$ cat src/rtl/video_stream_pkg.sv
// Shared types and constants for the AXI4-Stream test-pattern generator.
package video_stream_pkg;

  typedef enum logic [1:0] {
    IDLE = 2'd0,
    LINE = 2'd1,
    HGAP = 2'd2,
    VGAP = 2'd3
  } vsg_state_t;

  localparam logic [23:0] BAR_WHITE   = 24'hFFFFFF;
  localparam logic [23:0] BAR_YELLOW  = 24'hFFFF00;
  localparam logic [23:0] BAR_CYAN    = 24'h00FFFF;
  localparam logic [23:0] BAR_GREEN   = 24'h00FF00;
  localparam logic [23:0] BAR_MAGENTA = 24'hFF00FF;
  localparam logic [23:0] BAR_RED     = 24'hFF0000;
  localparam logic [23:0] BAR_BLUE    = 24'h0000FF;
  localparam logic [23:0] BAR_BLACK   = 24'h000000;

  localparam logic [1:0] PAT_BARS  = 2'd0;
  localparam logic [1:0] PAT_GRAD  = 2'd1;
  localparam logic [1:0] PAT_CHECK = 2'd2;
  localparam logic [1:0] PAT_FLAT  = 2'd3;

  function automatic logic [23:0] bar_colour(input logic [2:0] idx);
    logic [23:0] c;
    case (idx)
      3'd0:    c = BAR_WHITE;
      3'd1:    c = BAR_YELLOW;
      3'd2:    c = BAR_CYAN;
      3'd3:    c = BAR_GREEN;
      3'd4:    c = BAR_MAGENTA;
      3'd5:    c = BAR_RED;
      3'd6:    c = BAR_BLUE;
      3'd7:    c = BAR_BLACK;
      default: c = BAR_BLACK;
    endcase
    return c;
  endfunction

endpackage

$ cat src/rtl/video_stream_gen_pattern.sv
// Registered pixel function: computes the colour of the pixel about to be
// presented and captures it when the top level loads a new beat.
module vsg_pattern
  import video_stream_pkg::*;
(
  input  logic        Cclk,
  input  logic        rstn,
  input  logic        load,
  input  logic [1:0]  pat,
  input  logic [2:0]  bar,
  input  logic [7:0]  x,
  input  logic [7:0]  y,
  input  logic [7:0]  frame,
  output logic [23:0] tdata
);

  logic [23:0] pix_s;

  // Colour selection for the requested pattern.
  always_comb begin
    pix_s = 24'h000000;
    case (pat)
      PAT_BARS:  pix_s = bar_colour(bar);
      PAT_GRAD:  pix_s = {x, y, x ^ y};
      PAT_CHECK: begin
        if ((x[3] ^ y[3]) == 1'b0) begin
          pix_s = 24'hFFFFFF;
        end else begin
          pix_s = 24'h000000;
        end
      end
      PAT_FLAT:  pix_s = {frame, ~frame, frame};
      default:   pix_s = 24'h000000;
    endcase
  end

  // Pixel register; holds while the sink stalls.
  always_ff @(posedge Cclk or negedge rstn) begin
    if (!rstn) begin
      tdata <= 24'h000000;
    end else if (load) begin
      tdata <= pix_s;
    end
  end

endmodule

$ cat src/rtl/video_stream_gen.sv
// AXI4-Stream video master producing whole frames of a selectable test
// pattern with tuser on start-of-frame and tlast on end-of-line.
module video_stream_gen
  import video_stream_pkg::*;
#(
  parameter int H_ACTIVE = 640,
  parameter int V_ACTIVE = 480,
  parameter int H_GAP    = 16,
  parameter int V_GAP    = 64
) (
  input  logic        Cclk,
  input  logic        rstn,
  input  logic        Enable,
  input  logic [1:0]  Pattern,
  output logic [23:0] m_axis_video_tdata,
  output logic        m_axis_video_tvalid,
  output logic        m_axis_video_tuser,
  output logic        m_axis_video_tlast,
  input  logic        m_axis_video_tready,
  output logic        FrameDone,
  output logic        Busy
);

  localparam int XW    = $clog2(H_ACTIVE);
  localparam int YW    = (V_ACTIVE > 1) ? $clog2(V_ACTIVE) : 1;
  localparam int GMAX  = (H_GAP > V_GAP) ? ((H_GAP > 1) ? H_GAP : 1)
                                        : ((V_GAP > 1) ? V_GAP : 1);
  localparam int GW    = $clog2(GMAX + 1);
  localparam int BAR_W = H_ACTIVE / 8;
  localparam int BCW   = (BAR_W > 1) ? $clog2(BAR_W) : 1;

  localparam logic [XW-1:0]  X_LAST  = XW'(H_ACTIVE - 1);
  localparam logic [YW-1:0]  Y_LAST  = YW'(V_ACTIVE - 1);
  localparam logic [GW-1:0]  HG_LAST = GW'((H_GAP > 0) ? H_GAP - 1 : 0);
  localparam logic [GW-1:0]  VG_END  = GW'(V_GAP);
  localparam logic [GW-1:0]  VG_PRE  = GW'((V_GAP > 0) ? V_GAP - 1 : 0);
  localparam logic [BCW-1:0] BC_LAST = BCW'(BAR_W - 1);

  vsg_state_t     state_r, state_n_s;
  logic [XW-1:0]  x_r, x_n_s;
  logic [YW-1:0]  y_r, y_n_s;
  logic [GW-1:0]  gap_r, gap_n_s;
  logic [7:0]     frame_r, frame_n_s;
  logic [2:0]     bar_r, bar_n_s;
  logic [BCW-1:0] bcnt_r, bcnt_n_s;
  logic [1:0]     pat_r, pat_n_s;
  logic           tvalid_r, tvalid_n_s;
  logic           tuser_r, tuser_n_s;
  logic           tlast_r, tlast_n_s;
  logic           fdone_r, fdone_n_s;
  logic           busy_r;
  logic           load_s, drop_s;
  logic           accept_s, x_last_s, y_last_s;
  logic [7:0]     x8_s, y8_s;

  assign accept_s = tvalid_r & m_axis_video_tready;
  assign x_last_s = (x_r == X_LAST);
  assign y_last_s = (y_r == Y_LAST);
  assign x8_s     = 8'(x_n_s);
  assign y8_s     = 8'(y_n_s);

  // State register.
  always_ff @(posedge Cclk or negedge rstn) begin
    if (!rstn) begin
      state_r <= IDLE;
    end else begin
      state_r <= state_n_s;
    end
  end

  // Next-state decode; Enable only matters in IDLE and at the VGAP exit.
  always_comb begin
    state_n_s = state_r;
    case (state_r)
      IDLE: begin
        if (Enable) begin
          state_n_s = LINE;
        end else begin
          state_n_s = IDLE;
        end
      end
      LINE: begin
        if (accept_s && x_last_s && y_last_s) begin
          state_n_s = VGAP;
        end else if (accept_s && x_last_s && (H_GAP > 0)) begin
          state_n_s = HGAP;
        end else begin
          state_n_s = LINE;
        end
      end
      HGAP: begin
        if (gap_r == HG_LAST) begin
          state_n_s = LINE;
        end else begin
          state_n_s = HGAP;
        end
      end
      VGAP: begin
        if ((gap_r == VG_END) && Enable) begin
          state_n_s = LINE;
        end else if (gap_r == VG_END) begin
          state_n_s = IDLE;
        end else begin
          state_n_s = VGAP;
        end
      end
      default: state_n_s = IDLE;
    endcase
  end

  // Datapath decode: which beat to load next, counter updates, flag values.
  always_comb begin
    load_s    = 1'b0;
    drop_s    = 1'b0;
    x_n_s     = x_r;
    y_n_s     = y_r;
    bar_n_s   = bar_r;
    bcnt_n_s  = bcnt_r;
    pat_n_s   = pat_r;
    gap_n_s   = gap_r;
    frame_n_s = frame_r;
    fdone_n_s = 1'b0;
    case (state_r)
      IDLE: begin
        if (Enable) begin
          load_s   = 1'b1;
          x_n_s    = {XW{1'b0}};
          y_n_s    = {YW{1'b0}};
          bar_n_s  = 3'd0;
          bcnt_n_s = {BCW{1'b0}};
          pat_n_s  = Pattern;
        end else begin
          drop_s = 1'b1;
        end
      end
      LINE: begin
        if (accept_s && !x_last_s) begin
          load_s = 1'b1;
          x_n_s  = x_r + XW'(1'b1);
          // Bar index advances every BAR_W pixels without a divider.
          if (bcnt_r == BC_LAST) begin
            bcnt_n_s = {BCW{1'b0}};
            bar_n_s  = bar_r + 3'd1;
          end else begin
            bcnt_n_s = bcnt_r + BCW'(1'b1);
          end
        end else if (accept_s && !y_last_s && (H_GAP == 0)) begin
          load_s   = 1'b1;
          x_n_s    = {XW{1'b0}};
          y_n_s    = y_r + YW'(1'b1);
          bar_n_s  = 3'd0;
          bcnt_n_s = {BCW{1'b0}};
        end else if (accept_s && !y_last_s) begin
          drop_s  = 1'b1;
          gap_n_s = {GW{1'b0}};
        end else if (accept_s) begin
          drop_s    = 1'b1;
          gap_n_s   = {GW{1'b0}};
          x_n_s     = {XW{1'b0}};
          y_n_s     = {YW{1'b0}};
          frame_n_s = frame_r + 8'd1;
          fdone_n_s = (V_GAP == 0);
        end else begin
          load_s = 1'b0;
        end
      end
      HGAP: begin
        if (gap_r == HG_LAST) begin
          load_s   = 1'b1;
          x_n_s    = {XW{1'b0}};
          y_n_s    = y_r + YW'(1'b1);
          bar_n_s  = 3'd0;
          bcnt_n_s = {BCW{1'b0}};
        end else begin
          gap_n_s = gap_r + GW'(1'b1);
        end
      end
      VGAP: begin
        // FrameDone is registered, so it is raised one cycle ahead of the exit.
        if ((gap_r == VG_END) && Enable) begin
          load_s   = 1'b1;
          x_n_s    = {XW{1'b0}};
          y_n_s    = {YW{1'b0}};
          bar_n_s  = 3'd0;
          bcnt_n_s = {BCW{1'b0}};
          pat_n_s  = Pattern;
        end else if (gap_r == VG_END) begin
          drop_s = 1'b1;
        end else begin
          gap_n_s   = gap_r + GW'(1'b1);
          fdone_n_s = (gap_r == VG_PRE);
        end
      end
      default: drop_s = 1'b1;
    endcase

    if (load_s) begin
      tvalid_n_s = 1'b1;
      tuser_n_s  = (x_n_s == {XW{1'b0}}) && (y_n_s == {YW{1'b0}});
      tlast_n_s  = (x_n_s == X_LAST);
    end else if (drop_s) begin
      tvalid_n_s = 1'b0;
      tuser_n_s  = 1'b0;
      tlast_n_s  = 1'b0;
    end else begin
      tvalid_n_s = tvalid_r;
      tuser_n_s  = tuser_r;
      tlast_n_s  = tlast_r;
    end
  end

  // Counters and registered stream/status outputs.
  always_ff @(posedge Cclk or negedge rstn) begin
    if (!rstn) begin
      x_r      <= {XW{1'b0}};
      y_r      <= {YW{1'b0}};
      gap_r    <= {GW{1'b0}};
      frame_r  <= 8'd0;
      bar_r    <= 3'd0;
      bcnt_r   <= {BCW{1'b0}};
      pat_r    <= 2'd0;
      tvalid_r <= 1'b0;
      tuser_r  <= 1'b0;
      tlast_r  <= 1'b0;
      fdone_r  <= 1'b0;
      busy_r   <= 1'b0;
    end else begin
      x_r      <= x_n_s;
      y_r      <= y_n_s;
      gap_r    <= gap_n_s;
      frame_r  <= frame_n_s;
      bar_r    <= bar_n_s;
      bcnt_r   <= bcnt_n_s;
      pat_r    <= pat_n_s;
      tvalid_r <= tvalid_n_s;
      tuser_r  <= tuser_n_s;
      tlast_r  <= tlast_n_s;
      fdone_r  <= fdone_n_s;
      busy_r   <= (state_n_s != IDLE);
    end
  end

  vsg_pattern u_pattern (
    .Cclk  (Cclk),
    .rstn  (rstn),
    .load  (load_s),
    .pat   (pat_n_s),
    .bar   (bar_n_s),
    .x     (x8_s),
    .y     (y8_s),
    .frame (frame_n_s),
    .tdata (m_axis_video_tdata)
  );

  assign m_axis_video_tvalid = tvalid_r;
  assign m_axis_video_tuser  = tuser_r;
  assign m_axis_video_tlast  = tlast_r;
  assign FrameDone           = fdone_r;
  assign Busy                = busy_r;

endmodule

$ cat config.mk
export PLATFORM = sky130hd
export DESIGN_NAME = video_stream_gen
export DESIGN_NICKNAME = d
export VERILOG_FILES = /design/src/rtl/video_stream_pkg.sv /design/src/rtl/video_stream_gen_pattern.sv /design/src/rtl/video_stream_gen.sv
export SDC_FILE = /design/constraint.sdc
export NUM_CORES = 1
export LEC_CHECK = 0
export CELL_PAD_IN_SITES_DETAIL_PLACEMENT = 2
export CELL_PAD_IN_SITES_GLOBAL_PLACEMENT = 2
export CORE_UTILIZATION = 37
export DETAILED_ROUTE_END_ITERATION = 12
export PLACE_DENSITY = 0.79
export SLEW_MARGIN = 10
export SYNTH_ARGS = -nofsm -noshare
export SYNTH_HDL_FRONTEND = slang
export SYNTH_SLANG_ARGS = --single-unit
$ cat constraint.sdc
create_clock -name Cclk -period 3.8 [get_ports Cclk]
set_input_delay 0.38 -clock Cclk [delete_from_list [all_inputs] [get_ports Cclk]]
set_output_delay 0.38 -clock Cclk [all_outputs]
set_load 0.02 [all_outputs]
==> results of run 1 <==
[power by group]
group | internal, mW | total, mW | switching [mW]
logic | 0.0143 | 0.0577 | 0.0434
registers | 0.821 | 0.821 | 0.000522
clock network | 0.515 | 0.909 | 0.394
total | 1.35 | 1.79 | 0.438
[cell usage in the layout, fill, tap and decap left out, drive strengths merged, types with 7 or more instances in the layout]
master / count
clkdlybuf4s50: 33
nand3: 25
xor2: 7
clkbuf: 10
buf: 21
nor2: 40
a21oi: 34
inv: 24
o211ai: 7
nand4: 11
a31oi: 12
nor4: 7
nor3: 17
o21ai: 56
xnor2: 10
ha: 12
dfrtp: 77
and3: 8
nand2: 48
or2: 7
o31ai: 13
[how the worst min path moves through the flow]
stage	endpoint	cells past startpoint	startpoint
after floorplan	Busy$_DFF_PN0_	0	rstn
after global placement	gap_r[6]$_DFFE_PN0P_	1	rstn
after detailed placement	gap_r[5]$_DFFE_PN0P_	1	rstn
after CTS	x_r[7]$_DFF_PN0_	1	rstn
after global routing	gap_r[5]$_DFFE_PN0P_	1	rstn
final	x_r[7]$_DFF_PN0_	1	rstn
[state kept, by name (all words and copies together), names as in the netlist]
name	cells
bcnt_r	7
x_r	10
Busy	1
state_r	2
gap_r	7
frame_r	8
pat_r	2
m_axis_video_tvalid	1
u_pattern.tdata	24
y_r	9
bar_r	3
m_axis_video_tuser	1
FrameDone	1
m_axis_video_tlast	1
[kinds of logic (layout without fill, tap and decap cells)]
family | count (synthesis) | after routing | share of synthesized area [%]
multiplexers | 3 | 3 | 0.6402
AO/OA/AOI/OAI | 181 | 181 | 26.49
buffers and inverters | 46 | 92 | 3.814
adder cells (fa/ha/maj) | 12 | 12 | 3.201
flip-flops | 77 | 77 | 41.08
AND/OR/NAND/NOR | 196 | 196 | 21.45
XOR/XNOR | 17 | 17 | 3.334
[through the flow]
step / total power, mW / cell area [um^2] / std cells / util [%]
after global placement: 0.8917 / 5305 / 730 / 43.62
after floorplan: 0.8582 / 4691 / 532 / -
after CTS: 1.802 / 5605 / 746 / 46.09
after detailed placement: 0.8938 / 5305 / 730 / 43.62
final: 1.788 / 5605 / 746 / 46.09
after global routing: 1.837 / 5605 / 746 / 46.09
[worst max-delay path, stage by stage, from the launching register on]
cell and delay (ps):
sky130_fd_sc_hd__dfrtp_1 490, sky130_fd_sc_hd__ha_1 290, sky130_fd_sc_hd__nand4_1 270, sky130_fd_sc_hd__nor3_2 450
sky130_fd_sc_hd__nand4_1 270, sky130_fd_sc_hd__or3_1 430, sky130_fd_sc_hd__xnor2_1 420, sky130_fd_sc_hd__o21ai_0 180
sky130_fd_sc_hd__a21oi_1 240, sky130_fd_sc_hd__o32a_1 210
[cells in the mapped netlist (all sizes together) (8+ instances only)]
cell	number
ha	12
xnor2	10
nor3	17
clkbuf	19
nor2	40
nand3	25
a31oi	12
nand2	48
o31ai	13
dfrtp	77
and3	8
nand4	11
inv	22
o21ai	56
a21oi	34
[area by class of cell]
class,instances,area (um^2)
Sequential cell,77,1927
Clock buffer,10,229.0
Multi-Input combinational cell,409,2585
Inverter,22,82.58
Tap cell,168,210.2
Clock inverter,6,71.32
Timing Repair Buffer,54,500.5
Fill cell,1352,6556
[layer usage]
metal	share of wire (%)	global-route usage (%)	routed length, um
met2	51	50.34	8790
met3	3.7	4.288	633
met4	3.3	12.99	576
met1	42	33.58	7283
met5	0	0	0
==> metrics.log, run 1 <==
[metrics] startpoint of the lowest-slack register-to-register path: x_r[0]$_DFF_PN0_
[metrics] Starting DRT DRC Count: 204
[metrics] largest voltage drop on the vdd net: 0.0001976 V
[metrics] clock slew at reported path FFs: 70 ps
[metrics] wire length of the first global-routing pass: 27650 um
[metrics] post-synthesis async set-or-reset flop share: 100.0%
[metrics] critical path endpoint: u_pattern.tdata[22]$_DFFE_PN0P_
[metrics] post-layout worst setup margin: 473.5 ps
[metrics] final weighted congestion in routability-driven placement: 0.8433
[metrics] first-pass iteration count of the detailed router: 4
[metrics] worst path required time: 4090 ps
[metrics] EDFF count, synth: 0
[metrics] number of warnings reported in the yosys synthesis log: 0
[metrics] crit share post-route: 87.54%
[metrics] average wire length per cell after detail routing: 23.17 um
[metrics] Port Buf Inserts: 34
[metrics] worst relative slew slack: 48.99%
[metrics] cell area power density: 319.0 nW/um^2
[metrics] core area: 12160 um^2
[metrics] number of global-route vias before repair: 4982
[metrics] number of H-tree levels: 3
[metrics] Worst Tran Pin Value: 761.6 ps
[metrics] share of layout cells above drive strength 1: 10.21%
[metrics] vias post-DR: 4520
[metrics] die area: 13130 um^2
[metrics] total of hold buffers inserted after clock tree synthesis: 0
[metrics] critical path arrival: 3620 ps
[metrics] clk root buf: sky130_fd_sc_hd__clkbuf_16
[metrics] antenna violations before repair: 0
[metrics] Clock Path Buffers: 2
[metrics] post-placement worst setup slack: 518.8 ps
[metrics] Worst Hold Slack: 91.01 ps
[metrics] Most used DFF post-synth: sky130_fd_sc_hd__dfrtp_1
[metrics] reg-to-reg setup timing slack: 470 ps
[metrics] max cap viols: 0
[metrics] number of cells upsized or downsized after cts: 0
[metrics] synthesized netlist net count: 550
[metrics] total number of placement rows: 40
[metrics] DRC Markers: 0
[metrics] DR vias/cell: 6.059
[metrics] Critical Path Start: x_r[0]$_DFF_PN0_
[metrics] leakage power of the design: 2.293 nW
[metrics] flop and latch count out of synthesis: 77
[metrics] count of clock tree sinks: 77
[metrics] CP Launch Type: flip-flop
[metrics] post-synthesis cell type count: 72
[metrics] Area Growth Syn to Fin: 19.50%
[metrics] total wire length: 17280 um
[metrics] cts bufs inserted: 9
[metrics] result of the run: complete, no violations
[metrics] average cell area after synthesis: 8.817 um^2
[metrics] num ports: 35
[metrics] RR Endpoint: u_pattern.tdata[22]$_DFFE_PN0P_
[metrics] effective utilization at floorplan: 38.57%
[metrics] Critical Path End Type: flip-flop
[metrics] ranking of synthesized cells by area: sky130_fd_sc_hd__dfrtp_1, sky130_fd_sc_hd__o21ai_0, sky130_fd_sc_hd__nand2_1, sky130_fd_sc_hd__a21oi_1, sky130_fd_sc_hd__ha_1
[metrics] number of nets in the finished design: 591
[metrics] gate count after technology mapping: 532
[metrics] Crit Path Class: flip-flop to flip-flop
[metrics] number of inserted diodes: 0
[metrics] CTS tree: done
[metrics] min cycle time layout: 3326 ps
[metrics] reg2reg path depth: 9
[metrics] aggregate global-route resource usage: 28.31%
[metrics] Final Max Tran Viols: 0
[metrics] RSZ-0062 raised after global routing: false
[metrics] Yosys top cell by area: sky130_fd_sc_hd__dfrtp_1
[metrics] Remaining Overflow, GRT: 0
[metrics] fraction of post-synthesis cell area in the top cell type by area: 41.08%
[metrics] Setup violations, final: 0
[metrics] largest net degree at the start of global routing: 54
[metrics] clk_skew: 9.986 ps
[metrics] synthesized area: 4691 um^2
[metrics] Die Y: 114.6 um
[metrics] setup TNS: 0 ps
[metrics] final hold viol count: 0
[metrics] crit-path max FO: 7
[metrics] final HPWL from detailed placement: 12730 um
[metrics] clock insertion delay at the later pin of the skew report: 360 ps
[metrics] buffers inserted during post-CTS setup optimization: 0
[metrics] sequential area share after synthesis: 41.08%
[metrics] Die Width: 114.6 um
[metrics] top achievable clock speed: 300.6 MHz
[metrics] worst hold path type: primary input to async pin
[metrics] count of antenna-violating nets left after detailed routing: 0
No activity file was read; power rests on OpenSTA's default activity.
==> run 2: changes to the inputs <==
--- a/config.mk
+++ b/config.mk
@@ -7,9 +7,10 @@
 export LEC_CHECK = 0
 export CELL_PAD_IN_SITES_DETAIL_PLACEMENT = 2
 export CELL_PAD_IN_SITES_GLOBAL_PLACEMENT = 2
-export CORE_UTILIZATION = 37
+export CORE_UTILIZATION = 38
+export CTS_BUF_LIST = sky130_fd_sc_hd__clkbuf_8
 export DETAILED_ROUTE_END_ITERATION = 12
-export PLACE_DENSITY = 0.79
+export PLACE_DENSITY = 0.81
 export SLEW_MARGIN = 10
 export SYNTH_ARGS = -nofsm -noshare
 export SYNTH_HDL_FRONTEND = slang
==> run 2 against run 1 <==
Worst hold slack better by 77 ps. Clock power down 16%. Largest cell class unchanged. Worst setup slack worse by 180 ps. Non-clock buffer count down 1. Sequential share of layout area up 0.71 points. Sequential cell count unchanged. Sequential power about the same. Critical path depth up 2. Cell count down 2.9%.
==> metrics.log, run 2 (same netlist as run 1, synthesis figures left out) <==
[metrics] Clock Path Buffers: 2
[metrics] top achievable clock speed: 285.2 MHz
[metrics] final cell count without fillers: 724
[metrics] aggregate global-route resource usage: 29.78%
[metrics] Power, Total: 1.637 mW
[metrics] post-layout worst setup margin: 293.5 ps
[metrics] num ports: 35
[metrics] total wire length: 18010 um
[metrics] final weighted congestion in routability-driven placement: 0.8548
[metrics] number of nets in the finished design: 590
[metrics] Int Pwr: 1.239 mW
[metrics] worst relative slew slack: 27.84%
[metrics] Setup violations, final: 0
[metrics] number of global-route vias before repair: 5000
[metrics] fraction of power spent switching nets: 24.31%
[metrics] crit share post-route: 92.28%
[metrics] DR vias/cell: 6.347
[metrics] Area Growth Syn to Fin: 17.07%
[metrics] Largest register FFs: 24
[metrics] total number of placement rows: 40
[metrics] Remaining Overflow, GRT: 0
[metrics] Starting DRT DRC Count: 269
[metrics] reg-to-reg setup timing slack: 290 ps
[metrics] Port Buf Inserts: 34
[metrics] first-pass iteration count of the detailed router: 5
[metrics] critical path arrival: 3770 ps
[metrics] largest voltage drop on the vdd net: 0.0001611 V
[metrics] CP Launch Type: flip-flop
[metrics] result of the run: complete, no violations
[metrics] Worst Tran Pin Value: 1082 ps
[metrics] total of hold buffers inserted after clock tree synthesis: 0
[metrics] average wire length per cell after detail routing: 24.88 um
[metrics] share of layout cells above drive strength 1: 10.23%
[metrics] number of H-tree levels: 3
[metrics] core area: 12010 um^2
[metrics] largest net degree at the start of global routing: 78
[metrics] reg2reg path depth: 11
[metrics] DRC Markers: 0
[metrics] RR Endpoint: u_pattern.tdata[1]$_DFFE_PN0P_
[metrics] leakage power of the design: 2.261 nW
[metrics] count of clock tree sinks: 77
[metrics] vias post-DR: 4595
[metrics] Most flops, register: u_pattern.tdata
[metrics] worst path required time: 4070 ps
[metrics] cell area power density: 298.1 nW/um^2
[metrics] clock insertion delay at the later pin of the skew report: 390 ps
[metrics] worst hold path type: primary input to async pin
[metrics] clock power share: 46.5%
[metrics] Reg power frac: 50.1%
[metrics] crit-path max FO: 17
[metrics] Crit Path Class: flip-flop to flip-flop
[metrics] number of inserted diodes: 0
[metrics] most common cell after layout, fill and taps aside: sky130_fd_sc_hd__dfrtp_1
[metrics] Net Sw Power: 397.9 uW
[metrics] final hold viol count: 0
[metrics] clk_skew: 9.716 ps
[metrics] cell count after placement: 708
[metrics] CTS tree: done
[metrics] Die Width: 113.1 um
[metrics] most frequent cells in the layout: sky130_fd_sc_hd__dfrtp_1, sky130_fd_sc_hd__o21ai_0, sky130_fd_sc_hd__nand2_1, sky130_fd_sc_hd__nor2_1
[metrics] share of total power in combinational logic: 3.4%
[metrics] final HPWL from detailed placement: 13130 um
[metrics] setup TNS: 0 ps
[metrics] antenna violations before repair: 0
[metrics] buffers inserted during post-CTS setup optimization: 0
[metrics] wire length of the first global-routing pass: 28800 um
[metrics] cts bufs inserted: 9
[metrics] Die Y: 113.1 um
[metrics] effective utilization at floorplan: 39.05%
[metrics] biggest registers after layout: u_pattern.tdata (24), x_r (10), y_r (9)
[metrics] min cycle time layout: 3507 ps
[metrics] count of antenna-violating nets left after detailed routing: 0
[metrics] Critical Path End Type: flip-flop
[metrics] max cap viols: 0
[metrics] RSZ-0062 raised after global routing: false
[metrics] die area: 12790 um^2
[metrics] Final Max Tran Viols: 0
[metrics] clk root buf: sky130_fd_sc_hd__clkbuf_8
[metrics] startpoint of the lowest-slack register-to-register path: gap_r[0]$_DFFE_PN0P_
[metrics] post-placement worst setup slack: 376.2 ps
[metrics] number of cells upsized or downsized after cts: 0
[metrics] clock slew at reported path FFs: 80 ps
run 2: worst max-delay path by stage:
stage                              start                              end  slack, ps  cells after the start
floorplan               y_r[0]$_DFF_PN0_   m_axis_video_tuser$_DFFE_PN0P_       1100                     10
global placement     m_axis_video_tready   m_axis_video_tuser$_DFFE_PN0P_        600                      9
detailed placement  gap_r[0]$_DFFE_PN0P_  u_pattern.tdata[23]$_DFFE_PN0P_        380                     11
CTS                 gap_r[0]$_DFFE_PN0P_  u_pattern.tdata[23]$_DFFE_PN0P_        340                     11
global route        gap_r[0]$_DFFE_PN0P_  u_pattern.tdata[23]$_DFFE_PN0P_         80                     11
finish              gap_r[0]$_DFFE_PN0P_   u_pattern.tdata[1]$_DFFE_PN0P_        290                     11
run 2: critical path, cell delays in order (launching register included):
cell,delay (ps)
sky130_fd_sc_hd__dfrtp_1,400
sky130_fd_sc_hd__inv_1,90
sky130_fd_sc_hd__ha_1,190
sky130_fd_sc_hd__nor4bb_1,520
sky130_fd_sc_hd__a31oi_1,200
sky130_fd_sc_hd__nor3_1,480
sky130_fd_sc_hd__a22oi_1,180
sky130_fd_sc_hd__inv_1,440
sky130_fd_sc_hd__buf_4,310
sky130_fd_sc_hd__a21oi_1,130
sky130_fd_sc_hd__a21boi_0,150
sky130_fd_sc_hd__o32a_1,290
run 2: final cells by class:
type / count / area (um^2)
fillers: 1340 / 6520
multi-input cells: 409 / 2585
flip-flops and latches: 77 / 1927
repair buffers: 53 / 480.5
well taps: 147 / 183.9
clock buffers: 11 / 151.4
inverters: 22 / 82.58
clock inverters: 5 / 81.33
run 2: metrics by stage:
stage / cell area (um^2) / hold slack (ps) / util [%]
2_1_floorplan: 4691 / 84.41 / -
3_3_place_gp: 5259 / 480.2 / 43.78
3_5_place_dp: 5259 / 491.0 / 43.78
4_1_cts: 5492 / 220.6 / 45.72
5_1_grt: 5492 / 262.5 / 45.72
6_report: 5492 / 167.7 / 45.72
run 2: per-layer routing:
metal  vias up  track usage [%]  share of wire, %
met5         -                0                 0
met4         0            14.39               3.4
met3        35            3.482               3.1
met2       109            51.49                50
met1      2396            37.01                43
li1       2055                -                 -
run 2: power groups by stage:
stage,Sequential [mW],Combinational [mW],Clock (mW)
after floorplan,0.837,0.0216,0
after global placement,0.836,0.0529,0
after detailed placement,0.837,0.0559,0
after CTS,0.820,0.0566,0.767
after global routing,0.821,0.0617,0.798
final,0.820,0.0562,0.760
==> RTL edit 1 (config.mk and constraints of run 2) <==
Re-encode `vsg_state_t` (4 states) as one-hot, 4 bits wide.
--- a/src/rtl/video_stream_pkg.sv
+++ b/src/rtl/video_stream_pkg.sv
@@ -3,7 +3,7 @@
 
-  typedef enum logic [1:0] {
-    IDLE = 2'd0,
-    LINE = 2'd1,
-    HGAP = 2'd2,
-    VGAP = 2'd3
+  typedef enum logic [3:0] {
+    IDLE = 4'b0001,
+    LINE = 4'b0010,
+    HGAP = 4'b0100,
+    VGAP = 4'b1000
   } vsg_state_t;
Function: same outputs for any inputs over 10 cycles, from zero or initial values and one cycle with rstn low; not proved beyond that.
==> RTL edit 1 against run 2 <==
The run now ends with design-rule violations left. Sequential cell count increased by 2. First-iteration DRC count decreased by 38%. Design area decreased by 0.98%. Largest cell class unchanged. Core utilization increased by 1.1 points. Clock skew increased by 0.0014 ns. Synthesized area decreased by 1.6%. Sequential share of layout area increased by 1.3 points. Wire length decreased by 11%. Global-route usage decreased by 2.3 points. Highest routed layer unchanged. Synthesized cell count decreased by 5.1%. Setup slack improved by 0.20 ns.
Power is not compared: it rests on default switching activity, and its combinational part moved more than twofold at a synthesized area within 25%.
==> RTL edit 1: results (changes against run 2) <==
stage	metric	value	unit	change
sta	Rel. slew slack	0.271		-0.00688
critical_path	max incr delay on CP	0.88	ns	+0.36 ns
global_routing	grt met2 use	0.456		-0.0586
final_layout	inverters	13		-41%
synth	sequential share of the synthesized area	0.429		+0.0178
status	violated checks	design-rule violations		
critical_path	cell family with most CP delay	compound AO/OA/AOI/OAI gates		
route	met2 routed WL	7760	um	-14%
synth	Post-Syn Nets	518		-5.8%
final_layout	NonClk Buf Share	0.0884		+0.000866
critical_path	r2r worst-path depth	8		-3
placement	Placed Instances	679		-4.1%
critical_path	crit-path max FO	7		-10
final_layout	# nets final	560		-5.1%
route	M1 wire length	7310	um	-5.9%
final_layout	multi-input logic area	2500	um^2	-3.4%
route	drc violations	2		+2
synth	Post-synth top cells	78 x dfrtp_1, 52 x nand2_1, 49 x nor2_1, 33 x o21ai_0, 31 x a21oi_1		
route	DR iter-0 viols	166		-38%
synth	Avg Cell Area, Syn	9.14	um^2	+3.7%
final_layout	clkbuf count	10		-1
critical_path	CP max stage cell	o31ai_1		
final_layout	Clock-cell share	0.0467		+0.00433
synth	synth top area cells	dfrtp_1 42%, nand2_1 4.2%, nor2_1 4.0%		
placement	RD Place Congestion	0.819		-4.2%
final_layout	fraction of layout cells with a size suffix above 1	0.123		+0.0209
critical_path	r2r startpoint	y_r[0]		
global_routing	first-pass GRT wire length	26200	um	-9.2%
global_routing	gr usage total	0.275		-0.0233
placement	post-place setup slack	0.370	ns	-0.00598 ns
synth	Ys Warns	0		unchanged
global_routing	vias in the first global route	4707		-5.9%
route	met3 routed WL	479	um	-15%
route	vias post-DR	4242		-7.7%
synth	Distinct cells, synth	73		+1.4%
route	DRT Pass-1 Iters	8		+3
final_layout	# fillers	1234		-7.9%
status	outcome	finished, violations left		
critical_path	Critical Path Sink	u_pattern.tdata[4]		
sta	crit path time final	3.30	ns	-0.204 ns
final_layout	Seq area share	0.364		+0.0129
critical_path	R2R setup slack	0.50	ns	+0.20 ns
route	final wirelength	16000	um	-11%
## RTL edit 1: changes by cell type after synthesis, moves of 6 or more
cell	delta
o21ai_0	-15
inv_1	-9
nor2_1	+9
nand3_1	-7
xnor2_1	+7
a211oi_1	+6
o21ai_1	-6
## RTL edit 1: cell families after synthesis
family	share of synthesized area
adder cells (fa/ha/maj)	0.0190
XOR/XNOR	0.0477
AND/OR/NAND/NOR	0.250
buffers and inverters	0.0312
flip-flops	0.429
multiplexers	0.0117
AO/OA/AOI/OAI	0.212
## RTL edit 1: per-stage QoR
stage	hold WS [ns]	cell area, um^2	power, mW	utilization
after global placement	0.474	5180	2.84	0.446
after floorplan	0.0844	4620	2.16	-
after global routing	0.254	5440	3.92	0.468
after CTS	0.218	5440	3.73	0.468
final	0.169	5440	3.72	0.468
after detailed placement	0.488	5180	2.88	0.446
==> RTL edit 2 (config.mk and constraints of run 2) <==
Made on the original files. Change the parameter `V_GAP` from 64 to 128.
--- a/src/rtl/video_stream_gen.sv
+++ b/src/rtl/video_stream_gen.sv
@@ -8,3 +8,3 @@
   parameter int H_GAP    = 16,
-  parameter int V_GAP    = 64
+  parameter int V_GAP    = 128
 ) (
Formal check against the unedited RTL: same outputs for any inputs over 4 cycles, from zero or initial values and one cycle with rstn low; that may be too few to reach the edited logic, so the function may still have changed.
==> RTL edit 2 against run 2 <==
Clock skew rose by 0.0050 ns. Setup slack improved by 0.084 ns. Synthesized cell count rose by 9.6%. Synthesized area rose by 10%. Maximum frequency rose by 2.4%. Design area rose by 8.1%. Sequential share of layout area fell by 2.2 points. Die area rose by 10%. First-iteration DRC count rose by 24%. Sequential cell count rose by 1. Cell count rose by 10%. Wire length rose by 14%. Critical endpoint is now u_pattern.tdata[17]. Largest cell class unchanged.
Power is not compared: it rests on default switching activity, and its combinational part moved more than twofold at a synthesized area within 25%.
==> RTL edit 2: results (changes against run 2) <==
stage	metric	value	unit	change
status	outcome	complete, no violations		
final_layout	comb_multi_in	447		+9.3%
sta	Max Clock Skew	0.0147	ns	+0.00496 ns
sta	Rel. slew slack	0.282		+0.00351
clocking	CTS buffer count	9		unchanged
final_layout	# nets final	638		+8.1%
critical_path	crit path DAT	3.70	ns	-0.07 ns
critical_path	r2r worst-path depth	9		-2
synth	async set-reset flop share out of synthesis	1.00		unchanged
final_layout	Seq cells	78		+1.3%
synth	Compound-Gate Fraction of Synth Area	0.258		-0.00670
route	DR iter-0 viols	333		+24%
final_layout	Clock-cell share	0.0295		-0.0129
final_layout	Signal buffers	59		+11%
route	Avg Vias per Cell	6.49		+2.3%
clocking	CTS H-tree lvls	3		unchanged
final_layout	Top reg by flops	u_pattern.tdata		
placement	RD Place Congestion	0.913		+6.8%
critical_path	R2R Path End	u_pattern.tdata[17]		
clocking	Post-CTS Setup Inserts	0		unchanged
critical_path	CP max stage cell	a21oi_1		
critical_path	Critical Path Start	state_r[0]		
critical_path	max incr delay on CP	0.61	ns	+0.09 ns
synth	post-synthesis mux area share	0.0119		+0.00545
synth	sequential share of the synthesized area	0.377		-0.0333
final_layout	Seq area share	0.329		-0.0220
pwr	VDD IR max	0.000200	V	
global_routing	initial antenna violation count	0		unchanged
final_layout	fraction of layout cells with a size suffix above 1	0.125		+0.0227
critical_path	crit-path max FO	10		-7
final_layout	inverters	25		+14%
synth	Post-Synth XOR/XNOR Area	0.0152		-0.0181
synth	synth top area cells	dfrtp_1 38%, o21ai_0 4.5%, nand3_1 3.3%		
synth	Post-Syn Nets	601		+9.3%
pwr	P_sw	0.853	mW	
synth	Ys Warns	0		unchanged
final_layout	# fillers	1509		+13%
final_layout	multi-input logic area	2970	um^2	+15%
clocking	CTS Buffer Depth	2		unchanged
final_layout	NonClk Buf Share	0.0886		+0.00106
synth	Synth Area in Adders	0.0290		-0.00297
flow_run	maxcap violations	0		unchanged
pwr	clock group power	0.601	mW	
global_routing	largest net degree at the start of global routing	79		+1.3%
route	final wirelength	20600	um	+14%
critical_path	R2R setup slack	0.38	ns	+0.08 ns
synth	Distinct cells, synth	90		+25%
final_layout	number of diodes	0		unchanged
final_layout	clkbuf count	11		unchanged
synth	Post-synth top cells	78 x dfrtp_1, 47 x o21ai_0, 45 x nor2_1, 41 x nand2_1, 34 x nand3_1		
final_layout	biggest regs	u_pattern.tdata x24, x_r x10, y_r x9		
hold_path	worst hold path class	in -> async		
placement	port bufs	34		unchanged
global_routing	vias in the first global route	5648		+13%
placement	post-DP HPWL	15400	um	+17%
global_routing	gr usage total	0.305		+0.00756
global_routing	first-pass GRT wire length	32700	um	+13%
pwr	leakage	2.45	nW	
clocking	Clk Latency, worst-skew pair	0.38	ns	
critical_path	cell family with most CP delay	compound AO/OA/AOI/OAI gates		
RTL edit 2: changes by cell type in the layout (fill, tap and decap cells not counted), moves of 6 or more:
cell and change:
buf_4 +6, nand4_1 +8, nand3_1 +10, nand2_1 -7
a21oi_1 -10, a211oi_1 +7, and3_1 +10
RTL edit 2: metal layers:
metal / GRT usage / up-vias / part of all wire
met5: 0 / - / 0
met4: 0.146 / 0 / 0.038
met3: 0.0507 / 47 / 0.047
met2: 0.489 / 159 / 0.47
met1: 0.400 / 2701 / 0.44
li1: - / 2285 / -
RTL edit 2: per-stage QoR:
step | instances | utilization | hold slack [ns] | setup WS (ns) | cell area (um^2)
finish | 800 | 0.448 | 0.169 | 0.377 | 5930
CTS | 800 | 0.448 | 0.231 | 0.432 | 5930
global placement | 785 | 0.435 | 0.478 | 0.582 | 5760
global route | 800 | 0.448 | 0.239 | 0.172 | 5930
floorplan | 583 | - | 0.0844 | 1.15 | 5170
detailed placement | 785 | 0.435 | 0.493 | 0.459 | 5760
RTL edit 2: worst max-delay path by stage:
| stage | to | depth (start not counted) |
|---|---|---|
| 5_1_grt | u_pattern.tdata[17] | 9 |
| 6_report | u_pattern.tdata[17] | 9 |
| 2_1_floorplan | u_pattern.tdata[19] | 9 |
| 3_3_place_gp | u_pattern.tdata[3] | 8 |
| 3_5_place_dp | u_pattern.tdata[18] | 9 |
| 4_1_cts | u_pattern.tdata[17] | 9 |
RTL edit 2: worst register-to-register path, cell delays in order (launching register included):
cell      delay (ns)
dfrtp_1         0.39
inv_1           0.09
ha_1            0.31
nand2b_1        0.36
a21oi_1         0.61
or2_1           0.26
o21ai_0         0.23
a41oi_2         0.35
or3b_4          0.47
o221a_1         0.24
